--- src/rtl/miner_work_scheduler.sv ---
// Work-unit sequencer for the double-SHA256 hasher pair with golden-nonce FIFO.
// Optional macro NONCE_LIMIT_EN adds work_nonce_end to bound the nonce range.
module miner_work_scheduler #(
  parameter int LOOP_LOG2     = 0,
  parameter int FLUSH_CYCLES  = 140,
  parameter int GN_FIFO_DEPTH = 4
) (
  input  logic         hash_clk,
  input  logic         reset,
  input  logic         work_valid,
  output logic         work_ready,
  input  logic [255:0] work_midstate,
  input  logic [95:0]  work_data,
  input  logic [31:0]  work_nonce_start,
`ifdef NONCE_LIMIT_EN
  input  logic [31:0]  work_nonce_end,
`endif
  output logic [5:0]   hs_cnt,
  output logic         hs_feedback,
  output logic [255:0] hs_state,
  output logic [511:0] hs_data,
  output logic [31:0]  hs_nonce,
  input  logic [31:0]  hash2_top,
  output logic         gn_valid,
  input  logic         gn_ready,
  output logic [31:0]  gn_nonce,
  output logic [7:0]   gn_drop_cnt,
  output logic         busy,
  output logic         done
);

  localparam logic [5:0] LOOP_MASK = 6'((1 << LOOP_LOG2) - 1);
  localparam int GN_OFFSET = (LOOP_LOG2 == 0) ? 131 :
                             (LOOP_LOG2 == 1) ? 66  : ((1 << (7 - LOOP_LOG2)) + 1);
  localparam int FLUSH_W = (FLUSH_CYCLES < 2) ? 1 : $clog2(FLUSH_CYCLES + 1);
  localparam logic [FLUSH_W-1:0] FLUSH_INIT = FLUSH_W'(FLUSH_CYCLES);
  localparam int AW = $clog2(GN_FIFO_DEPTH);
  localparam int CW = AW + 1;
  localparam logic [383:0] SHA_PAD = {32'h0000_0280, 320'h0, 32'h8000_0000};

  typedef enum logic [1:0] {
    IDLE  = 2'd0,
    RUN   = 2'd1,
    DRAIN = 2'd2
  } state_e;

  state_e               state_q, state_d;
  logic [5:0]           hs_cnt_q, hs_cnt_d;
  logic                 hs_fb_q, hs_fb_d;
  logic [255:0]         hs_state_q, hs_state_d;
  logic [511:0]         hs_data_q, hs_data_d;
  logic [31:0]          hs_nonce_q, hs_nonce_d;
  logic [FLUSH_W-1:0]   flush_q, flush_d;
  logic                 done_q, done_d;
  logic                 fb_d1_q;
  logic                 golden_q, golden_d;
  logic [31:0]          last_nonce_s;

  logic [31:0]          mem_q [GN_FIFO_DEPTH];
  logic [AW-1:0]        wr_ptr_q, rd_ptr_q;
  logic [CW-1:0]        count_q, count_d;
  logic [7:0]           drop_q;

  logic                 take_s, wrap_s, last_issue_s, flush_zero_s;
  logic [5:0]           cnt_next_s;
  logic                 push_s, pop_s, full_s, wr_en_s, drop_s;
  logic [31:0]          gn_nonce_in_s;

`ifdef NONCE_LIMIT_EN
  logic [31:0] last_q, last_d;
  assign last_nonce_s = last_q;
`else
  assign last_nonce_s = 32'hFFFF_FFFF;
`endif

  assign work_ready   = 1'b1;
  assign take_s       = work_valid && work_ready;
  assign cnt_next_s   = (hs_cnt_q + 6'd1) & LOOP_MASK;
  assign wrap_s       = (cnt_next_s == 6'd0);
  assign flush_zero_s = (flush_q == '0);
  assign last_issue_s = (state_q == RUN) && wrap_s && (hs_nonce_q == last_nonce_s);

  // FSM state register
  always_ff @(posedge hash_clk or posedge reset) begin
    if (reset) state_q <= IDLE;
    else       state_q <= state_d;
  end

  // FSM next state; a handshake preempts whatever is in flight
  always_comb begin
    state_d = state_q;
    if (take_s) begin
      state_d = RUN;
    end else begin
      case (state_q)
        IDLE:    state_d = IDLE;
        RUN:     state_d = last_issue_s ? DRAIN : RUN;
        DRAIN:   state_d = flush_zero_s ? IDLE : DRAIN;
        default: state_d = IDLE;
      endcase
    end
  end

  // FSM outputs
  always_comb begin
    busy = (state_q != IDLE);
    done = done_q;
  end

  // Hasher-facing datapath next values
  always_comb begin
    hs_cnt_d   = hs_cnt_q;
    hs_fb_d    = hs_fb_q;
    hs_state_d = hs_state_q;
    hs_nonce_d = hs_nonce_q;
    hs_data_d  = hs_data_q;
    flush_d    = flush_q;
`ifdef NONCE_LIMIT_EN
    last_d     = last_q;
`endif
    if (take_s) begin
      hs_cnt_d   = 6'd0;
      hs_fb_d    = 1'b0;
      hs_state_d = work_midstate;
      hs_nonce_d = work_nonce_start;
      hs_data_d  = {SHA_PAD, work_nonce_start, work_data};
      flush_d    = FLUSH_INIT;
`ifdef NONCE_LIMIT_EN
      last_d     = (work_nonce_end < work_nonce_start) ? 32'hFFFF_FFFF : work_nonce_end;
`endif
    end else begin
      case (state_q)
        RUN: begin
          hs_cnt_d = cnt_next_s;
          hs_fb_d  = (LOOP_LOG2 != 0) && !wrap_s;
          if (last_issue_s) begin
            // Reload so DRAIN waits out the hasher pipeline for the final nonce
            flush_d = FLUSH_INIT;
          end else begin
            if (!flush_zero_s) flush_d = flush_q - FLUSH_W'(1);
            if (wrap_s)        hs_nonce_d = hs_nonce_q + 32'd1;
          end
          hs_data_d = {SHA_PAD, hs_nonce_d, hs_data_q[95:0]};
        end
        DRAIN: begin
          if (!flush_zero_s) flush_d = flush_q - FLUSH_W'(1);
        end
        default: ;
      endcase
    end
  end

  // Golden detection and done pulse next values
  always_comb begin
    golden_d = (hash2_top == 32'd0) && !fb_d1_q && !take_s &&
               (((state_q == RUN) && flush_zero_s) || (state_q == DRAIN));
    done_d   = (state_q == DRAIN) && flush_zero_s && !take_s;
  end

  // Hasher-facing registers
  always_ff @(posedge hash_clk or posedge reset) begin
    if (reset) begin
      hs_cnt_q   <= 6'd0;
      hs_fb_q    <= 1'b0;
      hs_state_q <= 256'd0;
      hs_data_q  <= 512'd0;
      hs_nonce_q <= 32'd0;
      flush_q    <= FLUSH_INIT;
      done_q     <= 1'b0;
      fb_d1_q    <= 1'b0;
      golden_q   <= 1'b0;
`ifdef NONCE_LIMIT_EN
      last_q     <= 32'hFFFF_FFFF;
`endif
    end else begin
      hs_cnt_q   <= hs_cnt_d;
      hs_fb_q    <= hs_fb_d;
      hs_state_q <= hs_state_d;
      hs_data_q  <= hs_data_d;
      hs_nonce_q <= hs_nonce_d;
      flush_q    <= flush_d;
      done_q     <= done_d;
      fb_d1_q    <= hs_fb_q;
      golden_q   <= golden_d;
`ifdef NONCE_LIMIT_EN
      last_q     <= last_d;
`endif
    end
  end

  assign hs_cnt      = hs_cnt_q;
  assign hs_feedback = hs_fb_q;
  assign hs_state    = hs_state_q;
  assign hs_data     = hs_data_q;
  assign hs_nonce    = hs_nonce_q;

  // The hasher pipeline lags issue, so the winning nonce is behind the current one
  assign gn_nonce_in_s = hs_nonce_q - 32'(GN_OFFSET);
  assign push_s  = golden_q;
  assign pop_s   = (count_q != '0) && gn_ready;
  assign full_s  = (count_q == CW'(GN_FIFO_DEPTH));
  assign wr_en_s = push_s && (!full_s || pop_s);
  assign drop_s  = push_s && full_s && !pop_s;

  // FIFO occupancy next value
  always_comb begin
    case ({wr_en_s, pop_s})
      2'b10:   count_d = count_q + CW'(1);
      2'b01:   count_d = count_q - CW'(1);
      default: count_d = count_q;
    endcase
  end

  // Golden-nonce FIFO storage, pointers and drop counter
  always_ff @(posedge hash_clk or posedge reset) begin
    if (reset) begin
      for (int i = 0; i < GN_FIFO_DEPTH; i++) mem_q[i] <= 32'd0;
      wr_ptr_q <= '0;
      rd_ptr_q <= '0;
      count_q  <= '0;
      drop_q   <= 8'd0;
    end else begin
      if (wr_en_s) begin
        mem_q[wr_ptr_q] <= gn_nonce_in_s;
        wr_ptr_q        <= wr_ptr_q + AW'(1);
      end
      if (pop_s) rd_ptr_q <= rd_ptr_q + AW'(1);
      count_q <= count_d;
      if (drop_s && (drop_q != 8'hFF)) drop_q <= drop_q + 8'd1;
    end
  end

  assign gn_valid    = (count_q != '0);
  assign gn_nonce    = mem_q[rd_ptr_q];
  assign gn_drop_cnt = drop_q;

endmodule

--- config.mk ---
export PLATFORM = sky130hd
export DESIGN_NAME = miner_work_scheduler
export DESIGN_NICKNAME = d
export VERILOG_FILES = /design/src/rtl/miner_work_scheduler.sv
export SDC_FILE = /design/constraint.sdc
export NUM_CORES = 1
export LEC_CHECK = 0
export ABC_AREA = 1
export CORE_AREA = 10 10 491 493
export CTS_CLUSTER_SIZE = 24
export DETAILED_ROUTE_END_ITERATION = 7
export DIE_AREA = 0 0 501 503
export PLACE_DENSITY = 0.3
export SETUP_SLACK_MARGIN = 0.4
export SYNTH_ARGS = -nofsm -noshare
export SYNTH_HDL_FRONTEND = slang
export SYNTH_SLANG_ARGS = --single-unit
--- constraint.sdc ---
create_clock -name hash_clk -period 19.1 [get_ports hash_clk]
set_input_delay 2.865 -clock hash_clk [delete_from_list [all_inputs] [get_ports hash_clk]]
set_output_delay 2.865 -clock hash_clk [all_outputs]
set_load 0.05 [all_outputs]
==> flow_summary.toml <==
[run_status]
status = "finished clean"

[finish]
fin_nets = 4664
fillCellCount = 26230
final_cell_mix = "1,658 x nand2_1, 880 x clkdlybuf4s50_1, 536 x dfrtp_1, 389 x conb_1, 189 x nor2_1"
drive_gt1_frac = 0.04497
finalNonFillerCells = 7348
layout_commonest_cell = "nand2_1"
fin_util = 0.1737
fin_area_mm2 = 0.04019
area_growth_pct = 49.84

[placement]
place_hpwl_um = 132000
pre_cts_ws_ns = 12.74
portBuffers = 881
gp_congestion = 0.7994
placed_cell_area_mm2 = 0.03742
dp_cells = 7191

[sta]
setup_viol = 0
finClkSkew_ns = 0.04836
final_hold_viol_count = 0
slew_viol_final = 0
finalWorstSetupSlack_ns = 12.41
max_freq_ghz = 0.1494
fin_tns_setup_ns = 0
worst_slew_pin_slew_ns = 1.169
rsz0062_at_grt = "no"
min_period_ns = 6.693
holdWs_ns = 0.4681
period_share = 0.3504
slew-limit-headroom = 0.2200

[setup_path]
cp.required_ns = 16.23
arrival_ns = 3.83
cp-start-kind = "register"
cp-end-kind = "output pin"
cp_max_fo = 67
worst-setup-path-type = "register to output pin"

[floorplanning]
die_w_um = 501
rows = 177
dieArea_mm2 = 0.2520
fp.dieH_um = 503
floorplan.initialDensity = 0.1159
ios = 1271
fp.coreArea_mm2 = 0.2314

[logic_synthesis]
synth_top_family_by_area = "simple AND/OR/NAND/NOR gates"
synth_simple_gate_area_frac = 0.2864
yosys_warnings = 0
ys_ff_latch = 540
seq_area_frac_synth = 0.5039
syn_inst = 3418
synth_cell_types = 39
synth-compound-area-share = 0.03624
synth_fa_ha_area_frac = 0.006344
syn_avg_cell_area_um2 = 7.848
synth_xor_area_frac = 0.01045
syn_area_mm2 = 0.02682
async_flop_share = 1.000
synth_ff_type = "dfrtp_1"
synthMuxAreaShare = 0.001959
synth_edf_count = 0

[global_routing]
grtUsageMet2 = 0.1989
grt_max_degree = 210
use_met3 = 0.06373
grt_use_total = 0.1268
grt_pass1_wl_um = 222600
grt.busiest_layer = "met2"
met1_usage = 0.1586
grt_pass1_vias = 24700
grt_antenna_before_repair = 90
grt_overflow = 0

[clocking]
clockBufferDepth = 3
cts-resized-gates = 0
numCtsBuffers = 80
cts_sinks = 540
cts_setup_buffers = 0
cts_hold_buf = 0
cts_root_buf = "clkbuf_16"
cts_tree = "done"
cts_htree_levels = 3
clkTransAtPathRegs_ns = 0.05
clkLatencyLatePin_ns = 0.69

[power_and_ir_drop]
power_density_mw_per_mm2 = 107.9
power.total_mw = 4.337
sw_frac_of_total = 0.4127
leakage_nw = 18.97
seqPwrFrac = 0.302
combPwrFrac = 0.340
p_int_mw = 2.547
p_sw_mw = 1.790
p_clk_frac = 0.358
ir_worst_vdd_v = 0.00006647

[detailed_routing]
routed_wl_um = 168800
drc = 0
avgViaCountPerCell = 3.301
detail_route.iter0.violations = 1547
drtAntennaViolNets = 0
wire_per_inst_um = 22.97
drt_first_pass_iters = 5
vias = 24250

[hold_path]
hp-class = "register to register"

[run]
cap_violations = 0
per-layer routing:
layer,vias up,share of wire
met5,-,0.00088
met4,22,0.016
met3,235,0.11
met2,1008,0.45
met1,11630,0.42
li1,11360,-
cell type report:
class / instances / area [um^2] / area share
Antenna cell: 13 / 32.53 / 0.0008094
Clock buffer: 123 / 2384 / 0.05930
Clock inverter: 20 / 326.6 / 0.008125
Inverter: 90 / 354.1 / 0.008810
Multi-Input combinational cell: 2603 / 10630 / 0.2644
Sequential cell: 540 / 13520 / 0.3363
Tap cell: 3043 / 3807 / 0.09473
Timing Repair Buffer: 916 / 9144 / 0.2275
synthesized netlist by cell type, types with 3 or more instances:
cell	instances	area, um^2
buf_2	16	80.08
buf_4	428	3213
ha_1	12	150.1
o22ai_1	32	200.2
nand4_1	12	75.07
nor2_1	189	709.4
xnor2_1	5	43.79
mux2i_1	3	30.03
nor2_2	7	43.79
inv_1	85	319.1
buf_6	4	45.04
nor3_1	6	30.03
dfstp_2	3	78.83
dfrtp_1	537	13440
buf_1	7	26.28
clkbuf_1	117	439.2
nand3_1	80	400.4
a21oi_1	16	80.08
nand2_1	1662	6238
o21ai_0	121	605.6
nor4_1	11	68.82
xor2_1	27	236.5
nand2_2	6	37.54
o21ai_1	10	50.05
cells by family after synthesis:
group	Yosys count
XOR/XNOR	32
AO/OA/AOI/OAI	184
AND/OR/NAND/NOR	1980
multiplexers	5
flip-flops	540
adder cells (fa/ha/maj)	13
buffers and inverters	662
other	2
final timing paths:
kind	from	to	slack [ns]	cells past startpoint
worst max-delay path	rd_ptr_q[0]	gn_nonce[19]	12.41	6
worst min-delay path	hs_state[196]	hs_state[196]	0.47	2
worst max register to register	hs_nonce[0]	hs_nonce[9]	16.16	10
worst min register to register	hs_state[196]	hs_state[196]	0.47	2
max in group asynchronous	reset	hs_state[80]	14.19	4
min in group asynchronous	reset	hs_state[242]	2.69	2
state kept, by name, indices dropped and copies added, names as in the netlist:
register and count:
state_q 2, hs_data 98, mem_q 128, hs_state 256, rd_ptr_q 2, done 1
hs_nonce 31, gn_drop_cnt 8, flush_q 8, count_q 3, wr_ptr_q 2, golden_q 1
power groups by stage:
stage          registers (mW)  clock network [mW]  logic, mW
2_1_floorplan            1.55                   0      0.724
3_3_place_gp             1.33                   0       1.50
3_5_place_dp             1.33                   0       1.49
4_1_cts                  1.32                1.62       1.49
5_1_grt                  1.32                1.66       1.57
6_report                 1.31                1.55       1.48
worst max-delay path: stages (launching register included):
cell and delay [ns]:
dfrtp_1 0.36, buf_4 0.36, inv_2 0.46, buf_4 0.53, o21ai_0 0.14, o22ai_1 0.36
clkdlybuf4s50_1 0.91
No activity file was read; power rests on OpenSTA's default activity.
